[src/rtl/bin_frame_serializer.sv]
// bin_frame_serializer
//
// Captures one averaged frame from the channelizer on an in_valid pulse and
// streams it to the readout link over a valid/ready stream:
//    sync word, frame-count word, WORDS data words (word 0 first)
//    [, checksum word when SERIALIZER_CHECKSUM_EN is defined]
//
// Optional build macro: SERIALIZER_CHECKSUM_EN
//    Appends a CSUM beat (XOR of the count word and all data words of the
//    captured frame). m_last and the back-to-back capture window move to it.
//
// Ports:
//    clk       system clock
//    arest_n   asynchronous active-low reset
//    in_valid  single-cycle frame strobe
//    in_data   averaged frame, WORDS words of N_out bits
//    m_data    stream data
//    m_valid   stream valid (driven from state only)
//    m_ready   stream ready from downstream
//    m_last    final beat of a frame
//    busy      high whenever a frame is in flight
//    overflow  sticky; a frame arrived while busy and was dropped
//
// state | meaning
// IDLE  | waiting for in_valid
// SYNC  | presenting SYNC_WORD
// COUNT | presenting the frame counter
// DATA  | presenting captured word[idx]
// CSUM  | presenting the checksum (checksum build only)

module bin_frame_serializer #(
   parameter int               N         = 16,
   parameter int               N_out     = 8,
   parameter int               BINS      = 4,
   parameter logic [N_out-1:0] SYNC_WORD = 8'hA5
) (
   input  logic                          clk,
   input  logic                          arest_n,
   input  logic                          in_valid,
   input  logic [BINS*N/N_out-1:0][N_out-1:0] in_data,
   output logic [N_out-1:0]              m_data,
   output logic                          m_valid,
   input  logic                          m_ready,
   output logic                          m_last,
   output logic                          busy,
   output logic                          overflow
);

   localparam int WORDS = BINS * N / N_out;
   localparam int IDX_W = (WORDS > 1) ? $clog2(WORDS) : 1;

   generate
      if ((BINS * N) % N_out != 0) begin : g_bad_ratio
         $error("bin_frame_serializer: BINS*N must be a multiple of N_out");
      end
   endgenerate

`ifdef SERIALIZER_CHECKSUM_EN
   typedef enum logic [2:0] {IDLE, SYNC, COUNT, DATA, CSUM} state_t;
`else
   typedef enum logic [2:0] {IDLE, SYNC, COUNT, DATA} state_t;
`endif

   state_t                      state, state_nxt;
   logic [WORDS-1:0][N_out-1:0] frame_q;
   logic [IDX_W-1:0]            idx;
   logic [N_out-1:0]            frame_cnt;
   logic                        beat, last_data;
   logic                        capture, idx_clr, idx_inc, cnt_inc;

   // Valid comes from registered state only, so it never depends on m_ready
   // and drops asynchronously with reset.
   assign m_valid   = (state != IDLE);
   assign busy      = (state != IDLE);
   assign beat      = m_valid && m_ready;
   assign last_data = (state == DATA) && (idx == IDX_W'(WORDS - 1));

`ifdef SERIALIZER_CHECKSUM_EN
   logic [N_out-1:0] csum;

   always_comb begin
      csum = frame_cnt;
      for (int i = 0; i < WORDS; i++) begin
         csum = csum ^ frame_q[i];
      end
   end
`endif

   always_ff @(posedge clk or negedge arest_n) begin
      if (!arest_n) begin
         state <= IDLE;
      end else begin
         state <= state_nxt;
      end
   end

   always_comb begin
      state_nxt = state;
      m_data    = '0;
      m_last    = 1'b0;
      capture   = 1'b0;
      idx_clr   = 1'b0;
      idx_inc   = 1'b0;
      cnt_inc   = 1'b0;
      case (state)
         IDLE: begin
            if (in_valid) begin
               capture   = 1'b1;
               state_nxt = SYNC;
            end
         end
         SYNC: begin
            m_data = SYNC_WORD;
            if (beat) state_nxt = COUNT;
         end
         COUNT: begin
            m_data = frame_cnt;
            if (beat) begin
               state_nxt = DATA;
               idx_clr   = 1'b1;
            end
         end
         DATA: begin
            m_data = frame_q[idx];
`ifdef SERIALIZER_CHECKSUM_EN
            if (beat) begin
               if (last_data) state_nxt = CSUM;
               else           idx_inc   = 1'b1;
            end
`else
            m_last = last_data;
            if (beat) begin
               if (last_data) begin
                  cnt_inc = 1'b1;
                  // A frame arriving on the final beat is taken without a bubble.
                  if (in_valid) begin
                     capture   = 1'b1;
                     state_nxt = SYNC;
                  end else begin
                     state_nxt = IDLE;
                  end
               end else begin
                  idx_inc = 1'b1;
               end
            end
`endif
         end
`ifdef SERIALIZER_CHECKSUM_EN
         CSUM: begin
            m_data = csum;
            m_last = 1'b1;
            if (beat) begin
               cnt_inc = 1'b1;
               if (in_valid) begin
                  capture   = 1'b1;
                  state_nxt = SYNC;
               end else begin
                  state_nxt = IDLE;
               end
            end
         end
`endif
         default: state_nxt = IDLE;
      endcase
   end

   always_ff @(posedge clk or negedge arest_n) begin
      if (!arest_n) begin
         frame_q   <= '0;
         idx       <= '0;
         frame_cnt <= '0;
         overflow  <= 1'b0;
      end else begin
         if (capture) frame_q <= in_data;
         if (idx_clr)      idx <= '0;
         else if (idx_inc) idx <= idx + IDX_W'(1);
         if (cnt_inc) frame_cnt <= frame_cnt + N_out'(1);
         // Any strobe not taken as a capture is a dropped frame.
         if (in_valid && !capture) overflow <= 1'b1;
      end
   end

endmodule

[config.mk]
export PLATFORM = sky130hd
export DESIGN_NAME = bin_frame_serializer
export DESIGN_NICKNAME = d
export VERILOG_FILES = /design/src/rtl/bin_frame_serializer.sv
export SDC_FILE = /design/constraint.sdc
export NUM_CORES = 1
export LEC_CHECK = 0
export ABC_AREA = 1
export ABC_CLOCK_PERIOD_IN_PS = 1700
export BUFFER_PORTS_ARGS = -buffer_cell sky130_fd_sc_hd__buf_2
export CAP_MARGIN = 20
export CORE_MARGIN = 3
export CORE_UTILIZATION = 40
export CTS_CLUSTER_SIZE = 25
export DETAILED_ROUTE_END_ITERATION = 10
export SETUP_SLACK_MARGIN = 0.1
export SLEW_MARGIN = 30
export SYNTH_ARGS = -nofsm -noshare
export SYNTH_HDL_FRONTEND = slang
export SYNTH_SLANG_ARGS = --single-unit
[constraint.sdc]
create_clock -name clk -period 1.7 [get_ports clk]
set_input_delay 0.085 -clock clk [delete_from_list [all_inputs] [get_ports clk]]
set_output_delay 0.085 -clock clk [all_outputs]
set_load 0.02 [all_outputs]
==> out/results.txt, run 1 <==
P_int = 0.00574 W
Reg2reg path depth = 10
Crit. End Element = flop
Synth area leaders = dfrtp_1 (48%), nand2_1 (8.9%), a21oi_2 (8.3%)
Final hold vios = 0
Layout cells sized above 1 = 0.360
Sw Ratio = 0.413
DR vias = 3797
FMAX = 531 MHz
Reg-to-Reg Start = idx[0]$_DFFE_PN0P_
Hold EP = frame_q[27]$_DFFE_PN0P_
RSZ-0062 raised after global routing = yes
CP max stage cell = dfrtp_1
Drt initial violations = 209
Final setup margin = -182 ps
Vias in the first global route = 3858
Post-DP HPWL = 7610 um
P_sw = 0.00404 W
Instance count of the mapped netlist = 495
Antenna cells = 0
Count leader, synth = nand2_1
Critical path required time = 1970 ps
Slew @ Worst Pin = 396 ps
Violated checks = setup timing
Sequential power share = 0.299
Clock skew = 9.69 ps
Antenna violations before repair = 0
Clock-pin transition on the worst setup and hold timing paths = 80 ps
Clk pwr share = 0.132
CTS sink count = 78
Cells after DPL = 713
Initial core utilization = 0.416
Synth-to-Final Area Change = 52.5%
Row count = 36
Root Buffer = clkbuf_8
Critical path type = flop to flop
Final period utilization = 1.11
Residual DRC = 0
Post-synthesis cell type count = 28
Die H = 107 um
First-pass GRT wire length = 18100 um
Routed Antenna Nets = 0
# nets final = 744
Drt wl/cell = 14.9 um
Outcome = finished, violations left
Synth Flop Type = dfrtp_1
Worst path max stage delay = 410 ps
Gr ovfl total = 0
Bufs and invs on worst path = 3
Worst-Skew Late Latency = 350 ps
IO Count = 80
Max Root-Sink Buffers = 2
Post-synthesis sequential area ratio = 0.476
Async set-or-reset flop fraction in the synthesized netlist = 1.00
CP Max Fanout = 20
Die area = 11500 sq um
Slew headroom = 0.736
Mean Syn Cell Area = 8.29 sq um
Final Critical Period = 1880 ps
Post-synth top area share = 0.476
Die width = 107 um
Synth cell count leaders = nand2_1 (97), dfrtp_1 (78), inv_1 (74)
Max-slew violations = 0
Placer Congestion = 0.836
Post-layout util = 0.634
Non-filler instance count after layout = 805
VDD IR max = 0.700 mV
Drt pass-1 iters = 4
Max Cap Violations = 0
Register bit total from synthesis = 78
Hold slack = 17.3 ps
Via/cell ratio = 4.72
Hold WC Path Type = primary input to flop
Family with the most delay on the worst path = buffers and inverters
Final WL = 12000 um
Overall global routing resource usage = 0.203
Synth warn = 0
Core ar. = 9860 sq um
IO Port Bufs = 79
Largest net degree at the start of global routing = 30
Hold Path Depth = 3
Hold Startpoint = in_data[27]
CP startpoint kind = flop
Comb pwr share = 0.569
Power per standard cell area = 1570 nW/um^2
Mapped cell area = 4100 sq um
CP arrival = 2150 ps
Final setup violation count = 74
RR Endpoint = frame_q[53]$_DFFE_PN0P_
Top cell type by total area after synthesis = dfrtp_1
CTS buffer count = 9
Syn Nets = 570
EDFF count, synth = 0
Clock H-tree levels = 3
CTS tree = done
Leak pwr = 3.12 nW
Crit-path cells = buf_4 > ha_4 > ha_4 > nand2_4 > nor2_4 > o211ai_4 > buf_12 > buf_12 > nor2_1 > a21oi_1
R2R Setup Slk = -180 ps
## final cells by class
class | count | area (sq um)
multi-input cells | 313 | 1910
clock inverters | 1 | 5.00
fillers | 800 | 3610
well taps | 133 | 166
repair buffers | 190 | 1750
flip-flops and latches | 78 | 1950
inverters | 77 | 304
clock buffers | 13 | 169
## stage by stage
| stage | setup TNS, ps | area (sq um) | total power [W] | setup WS (ps) |
|---|---|---|---|---|
| final | -9570 | 6250 | 0.00979 | -182 |
| after global routing | -14590 | 6250 | 0.0105 | -257 |
| after CTS | -6540 | 5900 | 0.00905 | -140 |
| after floorplan | 0 | 4150 | 0.00586 | 75.6 |
| after global placement | 0 | 4840 | 0.00702 | 76.8 |
| after detailed placement | 0 | 4840 | 0.00713 | 20.0 |
## state kept, by name, summed over array words and instances (netlist names)
signal	count
frame_q	64
frame_cnt	8
idx	3
state	2
overflow	1
## worst register-to-register path: stages (launching register included)
cell      delay (ps)
dfrtp_1          410
buf_4            150
ha_4             150
ha_4             160
nand2_4           60
nor2_4            40
o211ai_4         290
buf_12           190
buf_12           170
nor2_1            50
a21oi_1          120
## cells by family after synthesis
family | share of synthesized area
adder cells (fa/ha/maj) | 0.0214
XOR/XNOR | 0.0149
flip-flops | 0.476
multiplexers | 0.00275
buffers and inverters | 0.119
AO/OA/AOI/OAI | 0.155
AND/OR/NAND/NOR | 0.211
## power by group through the flow
stage	clock (W)	sequential (W)	combinational (W)
after detailed placement	0	0.00293	0.00420
final	0.00129	0.00293	0.00557
after global routing	0.00140	0.00300	0.00609
after global placement	0	0.00290	0.00412
after CTS	0.00132	0.00290	0.00483
after floorplan	0	0.00285	0.00301
## layer usage
metal | vias to the layer above | GRT usage | routed length [um]
li1 | 1902 | - | -
met1 | 1789 | 0.259 | 5260
met2 | 94 | 0.341 | 6080
met3 | 12 | 0.0402 | 447
met4 | 0 | 0.0749 | 208
met5 | - | 0 | 0
## how the worst max path moves through the flow
stage                                    start                      end  cells after the start
after floorplan           state[1]$_DFFE_PN0P_     overflow$_DFFE_PN0P_                      9
after global placement      idx[0]$_DFFE_PN0P_  frame_q[44]$_DFFE_PN0P_                      9
after detailed placement    idx[0]$_DFFE_PN0P_  frame_q[19]$_DFFE_PN0P_                      9
after CTS                   idx[0]$_DFFE_PN0P_  frame_q[19]$_DFFE_PN0P_                     10
after global routing        idx[0]$_DFFE_PN0P_                m_data[2]                     11
final                       idx[0]$_DFFE_PN0P_  frame_q[53]$_DFFE_PN0P_                     10
## timing repair
item,in CTS,in global routing
resized for setup,54,53
buffers inserted,5,3
cloned,3,5
setup endpoints to repair,67,84
pin swaps,8,21
hold buffers,61,1
hold endpoints to repair,95,1
## cell usage in the layout, fill, tap and decap left out, types with 13 or more instances in the layout
cell type       n
buf_4          27
nor2_1         51
a21oi_2        43
buf_2          69
nand3_1        25
nand2_1        88
inv_1          72
dlygate4sd3_1  62
o21ai_1        13
dfrtp_1        76
nand3_2        20
Note: power is estimated with default switching activity, not from simulation.
==> run 2, diff against run 1 <==
==> constraint.sdc (replaced) <==
create_clock -name clk -period 1.7 [get_ports clk]
set_input_delay 0.085 -clock clk [delete_from_list [all_inputs] [get_ports clk]]
set_output_delay 0.085 -clock clk [all_outputs]
set_load 0.1 [all_outputs]
==> out/results.txt, run 2 (same netlist as run 1, synthesis figures left out) <==
Residual DRC = 0
Max Cap Violations = 0
Power per standard cell area = 1770 nW/um^2
Violated checks = setup timing
Final setup violation count = 78
Via/cell ratio = 4.83
FMAX = 511 MHz
Drt initial violations = 238
Final Critical Period = 1960 ps
Final setup margin = -258 ps
Max reg flops = 64
CP Max Fanout = 6
Antenna cells = 0
Leak pwr = 3.36 nW
R2R Setup Slk = -260 ps
Routed Antenna Nets = 0
Clock H-tree levels = 3
Commonest non-fill, non-tap cells in the layout = nand2_1 (78), dfrtp_1 (77), inv_1 (70), buf_2 (67), dlygate4sd3_1 (59)
Final hold vios = 0
Drt pass-1 iters = 4
Pre-CTS WS = -28.8 ps
IO Port Bufs = 79
Reg2reg path depth = 10
Gr ovfl total = 0
Placed instance area = 5050 sq um
Synth-to-Final Area Change = 65.4%
Crit. End Element = flop
Vias in the first global route = 4049
Initial core utilization = 0.416
Non-filler instance count after layout = 821
Drt wl/cell = 15.3 um
Cells after DPL = 714
Max Root-Sink Buffers = 2
Row count = 36
Register with the most flip-flops = frame_q
Clock-pin transition on the worst setup and hold timing paths = 80 ps
Post-DP HPWL = 7500 um
Critical path required time = 1940 ps
Outcome = finished, violations left
RSZ-0062 raised after global routing = yes
Final WL = 12500 um
Most common cell after layout, fill and taps aside = nand2_1
Core ar. = 9860 sq um
Layout cells sized above 1 = 0.413
Die H = 107 um
CP arrival = 2200 ps
CP startpoint kind = flop
RR Endpoint = frame_q[1]$_DFFE_PN0P_
Fin area = 6790 sq um
Largest registers = frame_q: 64 flops, frame_cnt: 8 flops, idx: 3 flops
Final period utilization = 1.15
Slew headroom = 0.673
Die area = 11500 sq um
Worst-Skew Late Latency = 350 ps
CTS tree = done
Hold Path Depth = 3
CTS sink count = 78
DR vias = 3967
Hold WC Path Type = primary input to flop
Hold Startpoint = in_data[22]
Largest net degree at the start of global routing = 38
# nets final = 758
IO Count = 80
First-pass GRT wire length = 19400 um
Clock skew = 10.7 ps
Max-slew violations = 0
Slew @ Worst Pin = 490 ps
CTS buffer count = 9
Root Buffer = clkbuf_8
Critical path type = flop to flop
Hold slack = 1.29 ps
Placer Congestion = 0.869
Reg-to-Reg Start = idx[0]$_DFFE_PN0P_
Hold EP = frame_q[22]$_DFFE_PN0P_
Die width = 107 um
Overall global routing resource usage = 0.214
VDD IR max = 0.816 mV
Antenna violations before repair = 0
[run 2: cell types whose count changed in the layout (fill, tap and decap cells not counted), sizes merged]
| cell | delta |
|---|---|
| buf | +13 |
| bufbuf | +2 |
| bufinv | +2 |
| clkbuf | -2 |
| clkinv | +1 |
| clkinvlp | +2 |
| dlygate4sd3 | -3 |
| inv | +1 |
[run 2: area by class of cell]
cell class | instances | area [sq um]
Fill cell | 703 | 3080
Timing Repair inverter | 2 | 20.0
Timing Repair Buffer | 202 | 2080
Clock inverter | 5 | 83.8
Inverter | 77 | 315
Clock buffer | 11 | 131
Sequential cell | 78 | 1950
Tap cell | 133 | 166
Multi-Input combinational cell | 313 | 2030
[run 2: worst max-delay path, stage by stage (launching register included)]
cell	delay [ps]
dfrtp_1	430
buf_4	160
ha_4	160
ha_4	170
nand2_4	70
nor2_4	50
o211ai_4	230
buf_8	170
buf_12	110
bufbuf_16	250
o21ai_1	60
[run 2: what timing repair did]
action / in CTS / in global routing
hold buffers: 59 / 0
pin swaps: 23 / 17
cloned: 9 / 7
endpoints found under the setup margin: 79 / 86
buffers inserted: 14 / 3
resized for setup: 56 / 48
endpoints found under the hold margin: 92 / 0
[run 2: report_power, final]
group          switching (W)  leakage [nW]  total, W  internal [W]
Clock               0.000708        0.0998   0.00154      0.000831
Sequential          0.000314         0.879   0.00290       0.00259
Combinational        0.00430          2.38   0.00756       0.00326
Total                0.00532          3.36    0.0120       0.00668
[run 2: worst max-delay path by stage]
stage,end,start,slack (ps),cells past startpoint
after detailed placement,frame_q[41]$_DFFE_PN0P_,idx[0]$_DFFE_PN0P_,-30,9
final,frame_q[1]$_DFFE_PN0P_,idx[0]$_DFFE_PN0P_,-260,10
after floorplan,frame_q[10]$_DFFE_PN0P_,state[1]$_DFFE_PN0P_,-40,9
after global placement,frame_q[41]$_DFFE_PN0P_,idx[0]$_DFFE_PN0P_,10,9
after global routing,m_data[0],idx[0]$_DFFE_PN0P_,-360,11
after CTS,m_data[5],idx[0]$_DFFE_PN0P_,-210,11
[run 2: per-layer routing]
layer / global-route usage / share of wire
met5: 0 / 0
met4: 0.0767 / 0.027
met3: 0.0318 / 0.049
met2: 0.361 / 0.50
met1: 0.279 / 0.43
[run 2: stage by stage]
step                utilization  TNS, ps  power [W]
floorplan                     -    -1820    0.00701
global placement          0.512        0    0.00855
detailed placement        0.512    -98.7    0.00865
CTS                       0.651    -8920     0.0113
global route              0.688   -17920     0.0127
finish                    0.688   -12770     0.0120
